## src/rtl/i2c_slave_responder.sv

```systemverilog
// i2c_slave_responder: I2C target that ACKs a 7-bit address, delivers write bytes and serves read bytes
// from a valid/ready source, stretching SCL while no read byte is available.
module i2c_slave_responder #(
  parameter logic [6:0] SLAVE_ADDR = 7'h22,
  parameter int         HOLD_CYC   = 4
) (
  input  logic       clk_i,
  input  logic       rst_n_i,
  input  logic       scl_i,
  input  logic       sda_i,
  output logic       scl_oe_o,
  output logic       sda_oe_o,
  output logic [7:0] rx_data_o,
  output logic       rx_valid_o,
  input  logic [7:0] tx_data_i,
  input  logic       tx_valid_i,
  output logic       tx_ready_o,
  output logic       start_o,
  output logic       stop_o,
  output logic       busy_o,
  output logic       rw_o
);
  typedef enum logic [3:0] {IDLE, ADDR, ADDR_ACK, WR_DATA, WR_ACK, RD_LOAD, RD_DATA, RD_ACK, IGNORE} state_t;
  state_t      state;
  logic [1:0]  scl_sync, sda_sync;
  logic        scl_h, sda_h;
  logic [3:0]  hold_cnt;
  logic [2:0]  bit_cnt;
  logic [6:0]  shreg;
  logic        scl, sda, scl_rise, scl_fall, start, stop, hold_done;
  logic [7:0]  shift_in;
  assign scl       = scl_sync[1];
  assign sda       = sda_sync[1];
  assign scl_rise  = scl & ~scl_h;
  assign scl_fall  = ~scl & scl_h;
  assign start     = scl & scl_h & ~sda & sda_h;
  assign stop      = scl & scl_h & sda & ~sda_h;
  assign hold_done = hold_cnt == 4'd1;
  assign shift_in  = {shreg, sda};
  always_ff @(posedge clk_i or negedge rst_n_i)
    if (!rst_n_i) begin
      scl_sync   <= 2'b11;
      sda_sync   <= 2'b11;
      scl_h      <= 1'b1;
      sda_h      <= 1'b1;
      hold_cnt   <= '0;
      bit_cnt    <= '0;
      shreg      <= '0;
      state      <= IDLE;
      scl_oe_o   <= 1'b0;
      sda_oe_o   <= 1'b0;
      rx_data_o  <= '0;
      rx_valid_o <= 1'b0;
      tx_ready_o <= 1'b0;
      start_o    <= 1'b0;
      stop_o     <= 1'b0;
      busy_o     <= 1'b0;
      rw_o       <= 1'b0;
    end else begin
      scl_sync   <= {scl_sync[0], scl_i};
      sda_sync   <= {sda_sync[0], sda_i};
      scl_h      <= scl;
      sda_h      <= sda;
      rx_valid_o <= 1'b0;
      tx_ready_o <= 1'b0;
      start_o    <= 1'b0;
      stop_o     <= 1'b0;
      // hold timer restarts on every SCL fall; a rise cancels any pending SDA change
      hold_cnt   <= scl_fall ? 4'(HOLD_CYC) : scl_rise ? 4'd0 : (hold_cnt != 4'd0) ? hold_cnt - 4'd1 : 4'd0;
      if (start) begin
        state    <= ADDR;
        bit_cnt  <= '0;
        sda_oe_o <= 1'b0;
        scl_oe_o <= 1'b0;
        start_o  <= 1'b1;
        busy_o   <= 1'b1;
      end else if (stop) begin
        state    <= IDLE;
        sda_oe_o <= 1'b0;
        scl_oe_o <= 1'b0;
        stop_o   <= 1'b1;
        busy_o   <= 1'b0;
      end else
        unique case (state)
          ADDR: if (scl_rise) begin
            shreg   <= shift_in[6:0];
            bit_cnt <= bit_cnt + 3'd1;
            if (bit_cnt == 3'd7) begin
              state <= (shift_in[7:1] == SLAVE_ADDR) ? ADDR_ACK : IGNORE;
              rw_o  <= (shift_in[7:1] == SLAVE_ADDR) ? sda : rw_o;
            end
          end
          // sda_oe_o doubles as the ACK phase: first hold drives, second releases
          ADDR_ACK, WR_ACK: if (hold_done) begin
            sda_oe_o <= ~sda_oe_o;
            if (sda_oe_o) state <= (state == ADDR_ACK && rw_o) ? RD_LOAD : WR_DATA;
          end
          WR_DATA: if (scl_rise) begin
            shreg   <= shift_in[6:0];
            bit_cnt <= bit_cnt + 3'd1;
            if (bit_cnt == 3'd7) begin
              rx_data_o  <= shift_in;
              rx_valid_o <= 1'b1;
              state      <= WR_ACK;
            end
          end
          RD_LOAD: if (tx_valid_i) begin
            shreg      <= tx_data_i[6:0];
            sda_oe_o   <= ~tx_data_i[7];
            tx_ready_o <= 1'b1;
            state      <= RD_DATA;
          end else scl_oe_o <= 1'b1;
          RD_DATA: begin
            scl_oe_o <= 1'b0;
            if (scl_rise) bit_cnt <= bit_cnt + 3'd1;
            if (hold_done) begin
              sda_oe_o <= (bit_cnt == 3'd0) ? 1'b0 : ~shreg[6];
              shreg    <= {shreg[5:0], 1'b0};
              state    <= (bit_cnt == 3'd0) ? RD_ACK : RD_DATA;
            end
          end
          RD_ACK:
            if (scl_rise && sda) state <= IGNORE;
            else if (hold_done) state <= RD_LOAD;
          default: ;
        endcase
    end
endmodule

```

## config.mk

```make
export PLATFORM = sky130hd
export DESIGN_NAME = i2c_slave_responder
export DESIGN_NICKNAME = d
export VERILOG_FILES = /design/src/rtl/i2c_slave_responder.sv
export SDC_FILE = /design/constraint.sdc
export NUM_CORES = 1
export LEC_CHECK = 0
export CAP_MARGIN = 10
export CORE_MARGIN = 4
export CORE_UTILIZATION = 48
export DETAILED_ROUTE_END_ITERATION = 10
export GPL_ROUTABILITY_DRIVEN = 0
export PLACE_DENSITY = 0.75
export SLEW_MARGIN = 10
export SYNTH_ARGS = -nofsm -noshare
export SYNTH_HDL_FRONTEND = slang
export SYNTH_SLANG_ARGS = --single-unit
```

## constraint.sdc

```tcl
create_clock -name clk_i -period 1.8 [get_ports clk_i]
set_clock_uncertainty 0.05 [all_clocks]
set_input_delay 0.54 -clock clk_i [delete_from_list [all_inputs] [get_ports clk_i]]
set_output_delay 0.54 -clock clk_i [all_outputs]
set_load 0.05 [all_outputs]
```

Word level (Yosys, flattened, before mapping):

Cells that the tools add are included.

* register bits after elaboration: 40
* output and inout port bits: 16
* logic and storage cells: 132

* add/sub/neg operators: 2
* equality and inequality tests: 24
* mux-type cells: 52
* bitwise gates (word level): 16
* reductions and logical operators: 21

Operators with widths (count)
* two-way mux 4 bit: 16
* != test 4 bit, second input constant: 9
* two-way mux 1 bit: 24
* case mux 4 bit (6 select lines): 1
* two-way mux 7 bit: 3
* case mux 7 bit (3 select lines): 1
* equality test 4 x 3 -> 1 bit, second input constant: 4
* two-way mux 3 bit: 5
* AND reduction 6 bit: 2
* AND reduction 10 bit: 1
* inverter 1 bit: 9
* equality test 4 x 1 -> 1 bit, second input constant: 2
* equality test 4 x 2 -> 1 bit, second input constant: 2
* nonzero test 4 bit: 2
* nonzero test 8 bit: 1
* AND 1 bit: 7
* equality test 7 x 6 -> 1 bit, second input constant: 1
* != test 2 bit, second input constant: 3
* nonzero test 2 bit: 3
* != test 5 bit, second input constant: 1
* AND reduction 5 bit: 1
* nonzero test 5 bit: 1
* AND reduction 4 bit: 1
* OR reduction 2 bit: 2
* 12 further kinds: 13

Depth between registers and ports, before layout:

* depth in word-level cells: 8
* depth in mapped cells: 7
* mapped depth without buffers: 7

Least setup slack after synthesis:

No wires, ideal clock.

* kind: flip-flop to flip-flop
* start: reg hold_cnt[1]
* end: reg state[0]
* setup time: 0.127 ns
* arrival: 1.648 ns
* required time: 1.623 ns
* setup slack: -0.026 ns
* cell stages (with the launch flop): 6
* buffers on the path: 0
* cells stage by stage: dfrtp_1 or4b_4 o211ai_2 o2111ai_1 nand2_1 mux2_1

* cells in the longest elaborated chain, start to end: 3
* elaborated cells between the ends (all ways): 5
* those cells by class: eq/ne: 4; reduce/logical: 1

RTL lines
* start, declared: RTL line 27 `logic [3:0] hold_cnt;`
* start signal, assigned: RTL line 69 `hold_cnt <= scl_fall ? 4'(HOLD_CYC) : scl_rise ? 4'd0 : (hold_cnt != 4'd0) ? hold_cnt - 4'd1 : 4'd0;`
* equality test 4 x 1 -> 1 bit (*): RTL line 38 `assign hold_done = hold_cnt == 4'd1;`
* != test 5 bit (no source line) or != test 4 bit (tied branches)
* AND reduction 10 bit (no source line) (*)
* end signal, assigned: RTL line 89 `state <= (shift_in[7:1] == SLAVE_ADDR) ? ADDR_ACK : IGNORE;`
* end signal, assigned: RTL line 96 `if (sda_oe_o) state <= (state == ADDR_ACK && rw_o) ? RD_LOAD : WR_DATA;`
* end signal, assigned: RTL line 119 `state <= (bit_cnt == 3'd0) ? RD_ACK : RD_DATA;`
* end, declared: RTL line 24 `state_t state;`

Mark *: on every way between the ends. The rest lies on a longest branch, timed or not.
A chain may end at the register's enable or synchronous reset.

Worst setup path in the final report:

* start: reg bit_cnt[1]
* end: reg state[0]

* cells in the longest elaborated chain, start to end: 6
* elaborated cells between the ends (all ways): 10
* those cells by class: eq/ne: 3; mux: 5; reduce/logical: 2

RTL lines
* start, declared: RTL line 28 `logic [2:0] bit_cnt;`
* start signal, assigned: RTL line 87 `bit_cnt <= bit_cnt + 3'd1;`
* start signal, assigned: RTL line 100 `bit_cnt <= bit_cnt + 3'd1;`
* start signal, assigned: RTL line 115 `if (scl_rise) bit_cnt <= bit_cnt + 3'd1;`
* zero test 3 bit: RTL line 119
* two-way mux 1 bit: RTL line 119
* two-way mux 4 bit: RTL line 116 `if (hold_done) begin`
* case mux 4 bit (6 select lines): RTL line 84 `unique case (state)`
* two-way mux 4 bit: RTL line 77 `end else if (stop) begin`
* two-way mux 4 bit: RTL line 70 `if (start) begin`

Parallel ways exist; a longest one is shown, timed or not. The select of a mux whose other input is x is not followed.

==> summary by stage <==
Global route
The routing usage on met3 is 0.0399. The maximum number of pins on one net before global-route repair is just over 40. The total overflow left after global routing is 0. The first global-routing pass estimated 8.17 mm of wire. The number of global-route vias before repair came to between 1500 and 2000. For this run, the total global-route usage over all layers was measured as 0.197.

The most utilized layer in the global route result is met2. For this run, global-route usage on met2 was measured as 0.322. The routing usage on met1 is 0.247.

The number of antenna violations at the first check in global routing came to 0.

Synthesis
The number of library cell types mapped by synthesis is 50. The number of synthesized flops with an enable pin is 0. The number of nets produced by synthesis is 189. The number of instances in the synthesized netlist is around 170.

The warning count from the yosys run is 0. The average instance area after synthesis is approximately 12 um^2. After synthesis, the share of flip-flops with an asynchronous set or reset is 1.00. The flip-flop cell with the highest count after synthesis is dfrtp_1.

Yosys instantiated no cell more often than dfrtp_1. The post-synthesis instance area is about 0.0020 mm^2. The synthesized design spends more area on one cell type than any other, namely dfrtp_1. After synthesis, the most frequently instantiated cells are 34 x dfrtp_1, 23 x mux2_1, 10 x nor2_1, 9 x inv_1, 9 x nand2_1.

After synthesis, the cell types taking the most area are dfrtp_1 42%, mux2_1 13%, dfstp_2 7.8%. Of the synthesized area, sequential elements account for 0.502. Synthesis inferred 40 register bits. Of the post-synthesis cell area, the dominant cell type holds 0.423.

Timing
After routing, the total negative slack on setup checks comes to -0.256 ns. The upper clock frequency limit is roughly 530 MHz. Setup repair after global routing could not meet its margin everywhere. The final max-slew violation count is 0. The minimum period implied by the final worst setup slack is about 1.9 ns. The final hold slack is between 0.1 and 0.15 ns. The post-route clock period utilization is 1.05. The worst pin sits at a relative slew slack of 0.637. The number of hold-slack violations in the final timing report came to 0. The final number of setup-violating endpoints is 8. The setup slack after layout is -0.0941 ns. At the pin with the least slew margin, the transition time is 0.544 ns.

Clocking
The worst-skew pair later-pin latency is 0.30 ns. The clock sink total is 40. Clock tree synthesis inserted a total of 5 buffers. The root buffer cell is clkbuf_8.

The clock-pin slew of the registers on the worst-case setup and hold paths is 0.08 ns. The maximum root-to-sink buffer count is 2. The H-tree generated during clock tree synthesis spans 2 levels. Buffers inserted to repair hold after CTS numbered 0.

The TritonCTS clock tree is done.

Power and ir drop
The worst IR drop on VDD is between 0.6 and 0.7 mV. The completed layout was analyzed and its total power is just over 2 mW. The net switching share of the total power is 0.254. The static power due to leakage is roughly 1.4 nW. The share of total power dissipated in sequential elements is 0.484.

The proportion of power drawn by the clock network is 0.352. The cell internal power dissipation is roughly 1.5 mW. Of the total power, combinational logic draws 0.165. Power spread over the standard cell area amounts to 701 mW/mm^2. The analysis attributes to net switching a power of about 520 uW.

Finish
The count of inserted antenna diode cells is 0. Compared with the post-synthesis result, the final layout area differs by 46.0%. After filler insertion, the fill cell instance count of the layout stands at between 200 and 300. The net count reported at finish is 248. The post-route core utilization is 0.729.

The combined flip-flop and latch cell area is 0.00101 mm^2. Of the cells placed in the final design, the portion with a size suffix greater than 1 is 0.403. The area taken by multi-input logic gates is between 0.001 and 0.0015 mm^2.

Setup path
The start point of the critical path is bit_cnt[1]. Data on the critical path is required at its endpoint by slightly below 2 ns. The kind of start point of the critical path is a flop. In this run the critical register-to-register path is launched from bit_cnt[1].

The worst setup path is of the flop to flop kind. At the worst endpoint, the arrival time is around 2 ns. In this run the critical register-to-register path is captured at state[0].

The worst setup path endpoint is state[0]. For flop-to-flop paths, the worst setup slack is -0.09 ns. For the worst flop-to-flop path, the logic depth is 7. The capturing element type of the critical path is a flop.

The maximum net fanout on the critical path is 3.

Placement
OpenSTA, run right after detailed placement, puts the worst setup slack at -0.324 ns. The number of buffers added on ports is 28. Detailed placement ended at an HPWL of 3.64 mm.

Route
The wire length per cell after detailed routing is around 18 um. For this block, the routed nets add up to ~5.1 mm of wire. After detailed routing, the number of remaining DRC violations is 0.

The detailed-route vias per instance is approximately 5.8. The detailed-route via count is 1646. The starting DRC count in detailed routing is between 150 and 200.

The number of detailed-routing iterations run before antenna repair is 4. The count of nets left with antenna violations once routing finished came out at 0.

Job
The tool flagged a number of max-cap violations equal to 0.

Die
After floorplanning, the core was sized to cover ~0.0040 mm^2. The number of I/O pins is 29. The die outline height is between 70 and 80 um. The placement row count is 23. The die area is ~0.0053 mm^2. The initial cell density of the core is 0.499. The floorplan step set the die width to about 73 um.

Run status
The checks that failed: negative setup slack. The run finished, with violations left.

Min path
The type of the tightest min-delay check is input port to asynchronous set/reset pin.
==> repair_timing <==
item	in CTS	in global routing
gates resized for setup	7	18
endpoints found under the setup margin	16	12
pin swaps	7	11
buffers inserted	1	4
==> logic make-up after synthesis <==
group / after synthesis / synth area share
flip-flops: 40 / 0.502
multiplexers: 29 / 0.159
adder cells (fa/ha/maj): 3 / 0.0187
AO/OA/AOI/OAI: 37 / 0.146
buffers and inverters: 16 / 0.0324
AND/OR/NAND/NOR: 48 / 0.143
==> state kept, by name (all words and copies together) (netlist names), 2 cells and up <==
register   flops
sda_sync       2
bit_cnt        3
scl_sync       2
state          4
shreg          7
rx_data_o      8
hold_cnt       4
==> placed cells by master (no fill, tap or decap), types with 2 or more instances in the layout <==
| master | netlist | routed |
|---|---|---|
| a21oi_1 | 5 | 4 |
| nor2_1 | 10 | 9 |
| dfstp_2 | 6 | 6 |
| dfrtp_1 | 34 | 32 |
| mux2_1 | 23 | 15 |
| o32ai_1 | 2 | 2 |
| inv_2 | 3 | 3 |
| a21o_1 | 3 | 3 |
| mux2_4 | 0 | 8 |
| buf_12 | 0 | 18 |
| o22ai_1 | 2 | 2 |
| nand2_1 | 9 | 8 |
| inv_1 | 9 | 9 |
| dfrtp_2 | 0 | 2 |
| and3_1 | 2 | 2 |
| mux2i_1 | 5 | 4 |
| o21ai_0 | 5 | 5 |
| clkdlybuf4s50_1 | 0 | 11 |
| nor2b_2 | 0 | 2 |
| o21ai_1 | 2 | 2 |
| nor3_1 | 3 | 3 |
| nor2b_1 | 4 | 2 |
| nand2b_1 | 6 | 6 |
| o211ai_1 | 2 | 2 |
| buf_4 | 0 | 26 |
| nand3_1 | 3 | 3 |
| clkbuf_8 | 0 | 5 |
==> area by class of cell <==
cell class	instances	area share
Inverter	12	0.0153
Timing Repair Buffer	56	0.228
Multi-Input combinational cell	117	0.353
Clock inverter	3	0.0145
Tap cell	50	0.0213
Clock buffer	5	0.0234
Sequential cell	40	0.344
==> metrics by stage <==
| step | std cells | area (um^2) |
|---|---|---|
| 2_1_floorplan | 173 | 2020 |
| 3_3_place_gp | 270 | 2680 |
| 3_5_place_dp | 270 | 2680 |
| 4_1_cts | 279 | 2840 |
| 5_1_grt | 283 | 2940 |
| 6_report | 283 | 2940 |
==> power by group through the flow <==
stage	clock network [mW]	logic [mW]	registers (mW)
after global placement	0	0.289	1.00
after global routing	0.773	0.364	1.00
after detailed placement	0	0.313	1.01
after CTS	0.740	0.320	0.995
final	0.724	0.339	0.995
after floorplan	0	0.134	1.02
==> routing by layer <==
metal,share of wire,routed length [um]
met2,0.52,2670
met3,0.060,303
met1,0.39,2000
met5,0,0
met4,0.023,119
==> worst min-delay path by stage <==
stage	start	to	slack (ns)	cells past startpoint
after global placement	sda_sync[0]	sda_sync[1]	0.30	0
after detailed placement	sda_sync[0]	sda_sync[1]	0.30	0
after floorplan	rst_n_i	bit_cnt[0]	0.19	0
after CTS	rst_n_i	tx_ready_o	0.16	2
final	rst_n_i	scl_oe_o	0.14	2
after global routing	rst_n_i	tx_ready_o	0.16	2
==> critical path: stages, from the launching register on <==
cell       delay (ns)
dfrtp_1          0.37
ha_2             0.21
ha_4             0.13
nand4b_1         0.19
o211ai_1         0.22
o2111ai_2        0.17
nand2_1          0.13
mux2_4           0.31
Note: power is estimated with default switching activity, not from simulation.
